===== src/rtl/cpu_control_unit.sv =====
// ----------------------------------------------------------------------------
// cpu_control_unit
//
// Multi-cycle sequencer for the accumulator CPU (PC, MAR, MBR, IR, ACC).
// It fetches an instruction, decodes the opcode held in IR, runs the operand
// or store memory phases, and drives the register-file load strobes, the
// datapath mux selects and a request/ready memory handshake. It also flags
// memory timeouts (FAULT) and undefined opcodes (illegal_op).
//
// Ports:
//   clk        system clock, rising edge
//   reset      asynchronous, active-high reset
//   run        permit starting a new instruction (sampled at boundaries)
//   ir_out     current IR contents; opcode is ir_out[15 -: OPCODE_W]
//   acc_zero   ACC == 0 from the datapath (used by JZ)
//   mem_ready  memory completes the current request this cycle
//   mem_req    memory request, held until mem_ready
//   mem_we     1 = write MBR to mem[MAR], 0 = read; valid with mem_req
//   pc_write / mar_write / mbr_write / ir_write / acc_write
//              register load strobes, sampled on the next rising edge
//   pc_sel     0: PC+1, 1: ir_out[11:0]
//   mar_sel    0: PC,   1: ir_out[11:0]
//   mbr_sel    0: memory read data, 1: ACC
//   acc_sel    00: MBR, 01: ACC+MBR, 10: ACC-MBR
//   halted     high in HALTED
//   fault      high in FAULT
//   illegal_op one-cycle pulse in DECODE on an undefined opcode
//   state_out  current state encoding, for debug
// ----------------------------------------------------------------------------
module cpu_control_unit #(
    parameter int OPCODE_W    = 4,
    parameter int MEM_TIMEOUT = 255
) (
    input  logic        clk,
    input  logic        reset,
    input  logic        run,
    input  logic [15:0] ir_out,
    input  logic        acc_zero,
    input  logic        mem_ready,
    output logic        mem_req,
    output logic        mem_we,
    output logic        pc_write,
    output logic        mar_write,
    output logic        mbr_write,
    output logic        ir_write,
    output logic        acc_write,
    output logic        pc_sel,
    output logic        mar_sel,
    output logic        mbr_sel,
    output logic [1:0]  acc_sel,
    output logic        halted,
    output logic        fault,
    output logic        illegal_op,
    output logic [3:0]  state_out
);

    typedef enum logic [3:0] {
        S_IDLE       = 4'h0,
        S_FETCH_ADDR = 4'h1,
        S_FETCH_MEM  = 4'h2,
        S_FETCH_IR   = 4'h3,
        S_DECODE     = 4'h4,
        S_OPND_ADDR  = 4'h5,
        S_OPND_MEM   = 4'h6,
        S_EXEC       = 4'h7,
        S_ST_ADDR    = 4'h8,
        S_ST_MEM     = 4'h9,
        S_HALTED     = 4'hA,
        S_FAULT      = 4'hB
    } state_t;

    localparam int CNT_W = (MEM_TIMEOUT > 1) ? $clog2(MEM_TIMEOUT) : 1;
    localparam logic [CNT_W-1:0] CNT_LAST = CNT_W'(MEM_TIMEOUT - 1);

    localparam logic [OPCODE_W-1:0] OP_NOP   = OPCODE_W'(0);
    localparam logic [OPCODE_W-1:0] OP_LOAD  = OPCODE_W'(1);
    localparam logic [OPCODE_W-1:0] OP_STORE = OPCODE_W'(2);
    localparam logic [OPCODE_W-1:0] OP_ADD   = OPCODE_W'(3);
    localparam logic [OPCODE_W-1:0] OP_SUB   = OPCODE_W'(4);
    localparam logic [OPCODE_W-1:0] OP_JMP   = OPCODE_W'(5);
    localparam logic [OPCODE_W-1:0] OP_JZ    = OPCODE_W'(6);
    localparam logic [OPCODE_W-1:0] OP_HALT  = OPCODE_W'(7);

    state_t             state;
    state_t             next_state;
    logic [CNT_W-1:0]   wait_cnt;
    logic [OPCODE_W-1:0] opcode;
    logic               in_mem_state;
    state_t             boundary_state;

    assign opcode         = ir_out[15 -: OPCODE_W];
    assign in_mem_state   = (state == S_FETCH_MEM) || (state == S_OPND_MEM) ||
                            (state == S_ST_MEM);
    // Instruction boundary: run is only looked at here.
    assign boundary_state = run ? S_FETCH_ADDR : S_IDLE;
    assign state_out      = state;

    // Next state and combinational outputs
    always_comb begin
        next_state = state;
        mem_req    = 1'b0;
        mem_we     = 1'b0;
        pc_write   = 1'b0;
        mar_write  = 1'b0;
        mbr_write  = 1'b0;
        ir_write   = 1'b0;
        acc_write  = 1'b0;
        pc_sel     = 1'b0;
        mar_sel    = 1'b0;
        mbr_sel    = 1'b0;
        acc_sel    = 2'b00;
        halted     = 1'b0;
        fault      = 1'b0;
        illegal_op = 1'b0;

        case (state)
            S_IDLE: begin
                if (run) next_state = S_FETCH_ADDR;
            end
            S_FETCH_ADDR: begin
                mar_write  = 1'b1;
                next_state = S_FETCH_MEM;
            end
            S_FETCH_MEM, S_OPND_MEM: begin
                mem_req = 1'b1;
                if (mem_ready) begin
                    mbr_write  = 1'b1;
                    next_state = (state == S_FETCH_MEM) ? S_FETCH_IR : S_EXEC;
                end else if (wait_cnt == CNT_LAST) begin
                    next_state = S_FAULT;
                end
            end
            S_FETCH_IR: begin
                ir_write   = 1'b1;
                pc_write   = 1'b1;
                next_state = S_DECODE;
            end
            S_DECODE: begin
                case (opcode)
                    OP_NOP:                 next_state = boundary_state;
                    OP_LOAD, OP_ADD, OP_SUB: next_state = S_OPND_ADDR;
                    OP_STORE:               next_state = S_ST_ADDR;
                    OP_JMP: begin
                        pc_write   = 1'b1;
                        pc_sel     = 1'b1;
                        next_state = boundary_state;
                    end
                    OP_JZ: begin
                        pc_write   = acc_zero;
                        pc_sel     = 1'b1;
                        next_state = boundary_state;
                    end
                    OP_HALT:                next_state = S_HALTED;
                    default: begin
                        // Undefined opcodes retire as a NOP.
                        illegal_op = 1'b1;
                        next_state = boundary_state;
                    end
                endcase
            end
            S_OPND_ADDR: begin
                mar_write  = 1'b1;
                mar_sel    = 1'b1;
                next_state = S_OPND_MEM;
            end
            S_EXEC: begin
                acc_write = 1'b1;
                case (opcode)
                    OP_ADD:  acc_sel = 2'b01;
                    OP_SUB:  acc_sel = 2'b10;
                    default: acc_sel = 2'b00;
                endcase
                next_state = boundary_state;
            end
            S_ST_ADDR: begin
                mar_write  = 1'b1;
                mar_sel    = 1'b1;
                mbr_write  = 1'b1;
                mbr_sel    = 1'b1;
                next_state = S_ST_MEM;
            end
            S_ST_MEM: begin
                mem_req = 1'b1;
                mem_we  = 1'b1;
                if (mem_ready)                 next_state = boundary_state;
                else if (wait_cnt == CNT_LAST) next_state = S_FAULT;
            end
            S_HALTED: halted = 1'b1;
            S_FAULT:  fault  = 1'b1;
            default:  next_state = S_IDLE;
        endcase
    end

    // State register and memory wait counter
    always_ff @(posedge clk or posedge reset) begin
        if (reset) begin
            state    <= S_IDLE;
            wait_cnt <= '0;
        end else begin
            state <= next_state;
            // Held at zero outside memory states, so every memory state
            // is entered with a cleared counter.
            if (in_mem_state && !mem_ready) wait_cnt <= wait_cnt + CNT_W'(1);
            else                            wait_cnt <= '0;
        end
    end

endmodule


===== config.mk =====
export PLATFORM = sky130hd
export DESIGN_NAME = cpu_control_unit
export DESIGN_NICKNAME = d
export VERILOG_FILES = /design/src/rtl/cpu_control_unit.sv
export SDC_FILE = /design/constraint.sdc
export NUM_CORES = 1
export LEC_CHECK = 0
export ABC_CLOCK_PERIOD_IN_PS = 2000
export CORE_MARGIN = 2
export CORE_UTILIZATION = 43
export CTS_BUF_LIST = sky130_fd_sc_hd__clkbuf_4
export CTS_CLUSTER_DIAMETER = 50
export DETAILED_ROUTE_END_ITERATION = 12
export PLACE_DENSITY = 0.81
export SETUP_SLACK_MARGIN = 0.3
export SYNTH_ARGS = -nofsm -noshare
export SYNTH_HDL_FRONTEND = slang
export SYNTH_SLANG_ARGS = --single-unit

===== constraint.sdc =====
create_clock -name clk -period 2 [get_ports clk]
set_input_delay 0.2 -clock clk [delete_from_list [all_inputs] [get_ports clk]]
set_output_delay 0.2 -clock clk [all_outputs]
set_load 0.05 [all_outputs]

==> results by group, run 1 <==
Finish
  – Fin cells: 202
  – # fillers: 58
  – Layout Nets: 199
  – Sequential cell area: 305 sq um
  – Layout cells sized above 1: 53.1%
  – Final Cell Area: 0.00190 sq mm
  – Area growth syn-to-layout: 105%
  – Multi-input gate area: 761 sq um
  – ANT cells: 0

Clock tree
  – Longest Clk Path Bufs: 2
  – CTS tree: yes
  – Clk pin slew, worst setup/hold paths: 0.08 ns
  – Htree depth: 1
  – Root Driver: clkbuf_4
  – Clk sinks: 12
  – CTS Hold Bufs: 0
  – Inserted Clock Buffers: 3
  – Latest clock arrival within the worst-skew pair: 0.28 ns

STA
  – RSZ-0062 raised after global routing: yes
  – Hold slack: 0.219 ns
  – Worst relative slew slack: 66.6%
  – Crit share post-route: 100%
  – Setup ws final: -0.00755 ns
  – Worst Tran Pin Value: 0.501 ns
  – Final hold viol count: 0
  – Final setup fails: 1
  – Final setup skew: 0.00690 ns
  – Max-slew violations: 0
  – Fmax: 498 MHz
  – Fin crit period: 2.01 ns

Die
  – Starting Density: 46.3%
  – Rows: 16
  – Io pins: 40
  – Die width: 50.4 um
  – Core area: 0.00200 sq mm
  – Area of the die: 0.00254 sq mm
  – Die height: 50.4 um

Setup path
  – Crit Path Class: reg -> reg
  – Critical Path Sink Type: flop
  – Max FO, Critical Path: 8
  – CP required: 2.17 ns
  – CP arrival: 2.17 ns
  – Setup slack, reg-to-reg: -0.008 ns
  – Reg2reg path depth: 8
  – Critical Path Start Type: flop

Yosys
  – #FFs+latches synth: 12
  – Mapped Area: 926 sq um
  – Unique masters post-synth: 40
  – Sequential share of the synthesized area: 32.4%
  – Post-synth net total: 136
  – Synth warn: 0
  – Mapped Cells: 113
  – Mean Syn Cell Area: 8.19 sq um

Drt
  – WL/cell: 24.0 um
  – First-pass iteration count of the detailed router: 4
  – Vias/cell: 6.31
  – Vias: 1275
  – Iter 0 DRT Violations: 64
  – Final ANT Viol Nets: 0
  – Final WL: 4860 um
  – DRC viols: 0

Place
  – Dpl cells: 169
  – Input/output buffers: 27
  – Gpl congestion: 0.833
  – Dpl cell area: 0.00149 sq mm
  – Final HPWL DP: 2150 um

Global routing
  – Vias in the first global route: 1087
  – Total GRT Usage: 28.6%
  – First-pass GRT wire length: 5360 um
  – Number of antenna violations at the first check in global routing: 0
  – Largest net degree at the start of global routing: 18
  – Total grt overflow: 0

Power and ir drop
  – Max IR drop VDD: 1720 uV
  – Pleak: 0.790 nW
  – P per Cell Area: 1390 mW/mm^2

Min path
  – HP Class: in -> async

Outcome
  – Failing checks: setup timing
  – Status: complete, but fails checks

Run
  – Maxcap violations: 0
[flip-flops by register name (all words and copies together) (netlist names)]
register   flops
wait_cnt       8
state_out      4
[worst max-delay path: stages (launching register included)]
cell and delay [ns]:
dfrtp_2 0.42, buf_4 0.15, buf_12 0.13, buf_4 0.14, buf_4 0.14, and4bb_2 0.27
o21bai_4 0.25, o21bai_1 0.12, a211o_1 0.29
[cells in the mapped netlist]
library cell  number  area [sq um]
nor3b_1            1          7.51
o21a_1             2          15.0
a21oi_1            5          25.0
or4b_4             1          13.8
or3_1              1          6.26
or3b_2             2          17.5
or2_2              1          6.26
a221o_1            1          10.0
nand2_1            9          33.8
inv_1              7          26.3
a22o_1             1          8.76
o31ai_1            1          7.51
dfrtp_1           12           300
a21boi_0           1          7.51
xnor2_1            4          35.0
buf_2              3          15.0
o21bai_4           1          18.8
a211o_1            2          17.5
o22ai_1            2          12.5
o221ai_1           1          8.76
a211oi_2           1          12.5
nor4_1             2          12.5
nand3_1            5          25.0
ha_1               2          25.0
or2_0              1          6.26
buf_6              1          11.3
clkbuf_1           1          3.75
mux2_2             1          11.3
nor3_1             2          10.0
buf_4              1          7.51
nand3b_1           3          22.5
o21bai_1           2          15.0
o211ai_1           1          7.51
xor2_1             2          17.5
a31oi_1            1          6.26
nand2b_1           5          31.3
o21ai_0            3          15.0
and4bb_2           1          12.5
nand4_1            2          12.5
nor2_1            18          67.6
[through the flow]
stage / total power [mW] / setup TNS, ns / setup slack (ns) / util, %
floorplan: 1.31 / 0 / 0.0477 / -
global placement: 1.76 / 0 / 0.139 / 74.2
detailed placement: 1.79 / 0 / 0.107 / 74.2
CTS: 2.12 / 0 / 0.0523 / 80.9
global route: 2.72 / -0.0780 / -0.0396 / 94.9
finish: 2.65 / -0.00755 / -0.00755 / 94.9
[logic make-up (layout without fill, tap and decap cells)]
group	after synthesis	in the layout	share of synthesized area, %
AND/OR/NAND/NOR	54	54	30.8
AO/OA/AOI/OAI	25	25	20.3
buffers and inverters	13	75	6.89
flip-flops	12	12	32.4
XOR/XNOR	6	6	5.68
adder cells (fa/ha/maj)	2	2	2.70
multiplexers	1	1	1.22
[where the power goes]
part	internal (mW)	switching, mW	leakage (nW)
Sequential	0.291	0.0478	0.157
Clock	0.0912	0.0852	0.0184
Combinational	0.982	1.15	0.614
[metal layers]
metal  share of wire, %  track usage [%]  vias to the layer above
met5                  0                0                        -
met4                6.2             14.9                        0
met3                9.4             3.87                       37
met2                 50             51.1                      118
met1                 34             33.0                      594
li1                   -                -                      526
[final timing paths]
| check | startpoint | end |
|---|---|---|
| max in group asynchronous | reset | state_out[0] |
| min in group clk | wait_cnt[0] | wait_cnt[0] |
| worst min register to register | wait_cnt[0] | wait_cnt[0] |
| worst max-delay path | state_out[0] | state_out[2] |
| worst max register to register | state_out[0] | state_out[2] |
| worst min-delay path | reset | wait_cnt[4] |
[cell usage in the layout, fill, tap and decap left out, types with 2 or more instances in the layout]
cell	netlist	final
ha_1	2	2
nand4_1	2	2
inv_1	7	5
a21oi_1	5	4
o21ai_0	3	2
nor2_4	0	6
xnor2_1	4	4
dlygate4sd2_1	0	2
or2_4	0	2
o21bai_1	2	2
clkdlybuf4s50_1	0	7
nand2b_4	0	2
nand3b_1	3	3
a211o_1	2	2
buf_12	0	14
nand2b_1	5	3
buf_4	1	27
inv_4	0	2
nand2_1	9	7
buf_6	1	9
dfrtp_1	12	8
xor2_1	2	2
clkbuf_4	0	4
nand3_1	5	4
or3b_4	0	2
dfrtp_2	0	4
nor2_1	18	11
[repair_timing]
item                       4_1_cts  5_1_grt
pin swaps                        4       10
setup endpoints to repair       13       18
gates resized for setup         18       28
cloned                           0        1
setup buffers                    8       20
[area by class of cell]
class | instances | share of cell area [%]
multi-input combinational | 88 | 40.0
timing repair buffer | 64 | 38.9
sequential | 12 | 16.1
tap | 27 | 1.78
inverter | 7 | 1.65
clock buffer | 4 | 1.58
No activity file was read; power rests on OpenSTA's default activity.
==> run 2, diff against run 1 <==
SKIP_CTS_REPAIR_TIMING = 1   (was not set)
==> run 2 against run 1 <==
The flow still finishes with violations (setup timing). Clock-buffer cell count unchanged. Hold slack better by 0.0089 ns. Sequential share of layout area up 0.42 points. Wire length down 4.7%. Critical path depth down 3. Power down 2.7%. First-iteration DRC count down 16%. Via count down 1.6%. Critical endpoint is now pc_write. Largest cell class unchanged.
==> results by group, run 2 (synthesis gave the netlist of run 1 again) <==
Die
  – Die width: 50.4 um (unchanged)
  – Io pins: 40 (unchanged)
  – Rows: 16 (unchanged)
  – Starting Density: 46.3% (unchanged)
  – Die height: 50.4 um (unchanged)
  – Core area: 0.00200 sq mm (unchanged)
  – Area of the die: 0.00254 sq mm (unchanged)

Finish
  – Layout Nets: 196 (-1.5%)
  – Multi-input gate area: 736 sq um (-3.3%)
  – Commonest non-fill, non-tap cell in the layout: buf_4
  – Sequential cell area: 305 sq um (unchanged)
  – Register with the most flip-flops: wait_cnt
  – Max reg flops: 8 (unchanged)
  – ANT cells: 0 (unchanged)
  – Area growth syn-to-layout: 100%
  – Layout cells sized above 1: 51.2% (-2.0 points)
  – Core Util, Final: 92.5% (-2.4 points)
  – Final Cell Area: 0.00185 sq mm (-2.6%)
  – # fillers: 68 (+17%)
  – Most frequent cells in the layout: buf_4, buf_12, nor2_1

Clock tree
  – Inserted Clock Buffers: 3 (unchanged)
  – CTS tree: yes
  – Clk pin slew, worst setup/hold paths: 0.08 ns (about the same)
  – Htree depth: 1 (unchanged)
  – Clk sinks: 12 (unchanged)
  – Longest Clk Path Bufs: 2 (unchanged)
  – Latest clock arrival within the worst-skew pair: 0.29 ns (about the same)
  – Root Driver: clkbuf_4

Global routing
  – Total GRT Usage: 24.6% (-4.0 points)
  – Total grt overflow: 0 (unchanged)
  – Number of antenna violations at the first check in global routing: 0 (unchanged)
  – First-pass GRT wire length: 4730 um (-12%)
  – Vias in the first global route: 1030 (-5.2%)
  – Largest net degree at the start of global routing: 18 (unchanged)

Place
  – Dpl cell area: 0.00149 sq mm (unchanged)
  – Input/output buffers: 27 (unchanged)
  – Final HPWL DP: 2150 um (unchanged)
  – Gpl congestion: 0.833 (unchanged)

STA
  – Final setup fails: 2 (+1)
  – Setup ws final: -0.0241 ns (-0.0166 ns)
  – Setup TNS: -0.0261 ns (-0.0186 ns)
  – Crit share post-route: 101% (+0.83 points)
  – Worst relative slew slack: 65.9% (-0.72 points)
  – RSZ-0062 raised after global routing: yes
  – Max-slew violations: 0 (unchanged)
  – Worst Tran Pin Value: 0.511 ns (+0.0106 ns)
  – Final hold viol count: 0 (unchanged)
  – Hold slack: 0.228 ns (+0.00892 ns)
  – Final setup skew: 0.00598 ns (-0.000918 ns)
  – Fin crit period: 2.02 ns (+0.0166 ns)
  – Fmax: 494 MHz (-0.82%)

Setup path
  – Max incr delay on CP: 0.60 ns (+0.18 ns)
  – Max FO, Critical Path: 4 (-4)
  – Cell Chain, Critical Path: or4b_4 > inv_4 > nand3_4 > o22ai_4 > buf_12
  – Crit-path slowest cell: or4b_4
  – Number of buffers and inverters on the critical path: 2 (-2)
  – Crit path max-delay family: simple AND/OR/NAND/NOR gates
  – Critical Path Sink Type: primary output
  – Crit Path Class: reg -> out
  – Critical Path Start Type: flop
  – CP arrival: 1.82 ns (-0.35 ns)
  – CP required: 1.80 ns (-0.37 ns)

Outcome
  – Failing checks: setup timing
  – Status: complete, but fails checks

Drt
  – Iter 0 DRT Violations: 54 (-16%)
  – WL/cell: 23.3 um (-3.2%)
  – Vias: 1254 (-1.6%)
  – Final ANT Viol Nets: 0 (unchanged)
  – First-pass iteration count of the detailed router: 4 (unchanged)
  – DRC viols: 0 (unchanged)
  – Final WL: 4630 um (-4.7%)
  – Vias/cell: 6.30 (-0.16%)

Run
  – Maxcap violations: 0 (unchanged)

Power and ir drop
  – Overall power: 2.58 mW (-2.7%)
  – P per Cell Area: 1390 mW/mm^2 (-0.10%)
  – Pleak: 0.817 nW (+3.4%)
  – Max IR drop VDD: 1310 uV (-24%)

Min path
  – HP Class: in -> async
run 2: metal layers:
metal / global-route usage, % / vias up / routed length, um
met4: 12.6 / 0 / 320
met1: 29.7 / 607 / 1700
met3: 3.57 / 35 / 354
li1: - / 515 / -
met2: 42.3 / 97 / 2250
met5: 0 / - / 0
run 2: power by group:
| part | internal (mW) | total [mW] | switching (mW) |
|---|---|---|---|
| sequential | 0.291 | 0.340 | 0.0488 |
| clock | 0.0911 | 0.183 | 0.0924 |
| combinational | 0.957 | 2.06 | 1.10 |
| total | 1.34 | 2.58 | 1.24 |
run 2: cell type report:
type	count	area share [%]
repair buffers	61	38.8
multi-input cells	88	39.7
inverters	7	1.55
well taps	27	1.82
clock buffers	4	1.62
flip-flops and latches	12	16.5
run 2: worst register-to-register path, delay by kind of cell (launching register included):
kind                   cells  cell delay (ns)
buffers and inverters      4             0.57
AND/OR/NAND/NOR            1             0.45
flip-flops                 1             0.44
AO/OA/AOI/OAI              2             0.33
run 2: worst paths after layout:
| check | startpoint | to | slack [ns] | cells past startpoint |
|---|---|---|---|---|
| max | state_out[0] | pc_write | -0.02 | 5 |
| min | reset | wait_cnt[7] | 0.23 | 2 |
| max reg2reg | state_out[3] | wait_cnt[5] | 0.11 | 7 |
| min reg2reg | wait_cnt[0] | wait_cnt[0] | 0.60 | 1 |
| max in group asynchronous | reset | state_out[0] | 1.43 | 2 |
| min in group clk | ir_out[12] | state_out[1] | 0.47 | 3 |
run 2: stage by stage:
step,worst slack [ns],cells
2_1_floorplan,0.0477,113
3_3_place_gp,0.139,169
3_5_place_dp,0.107,169
4_1_cts,-0.142,173
5_1_grt,-0.0602,199
6_report,-0.0241,199
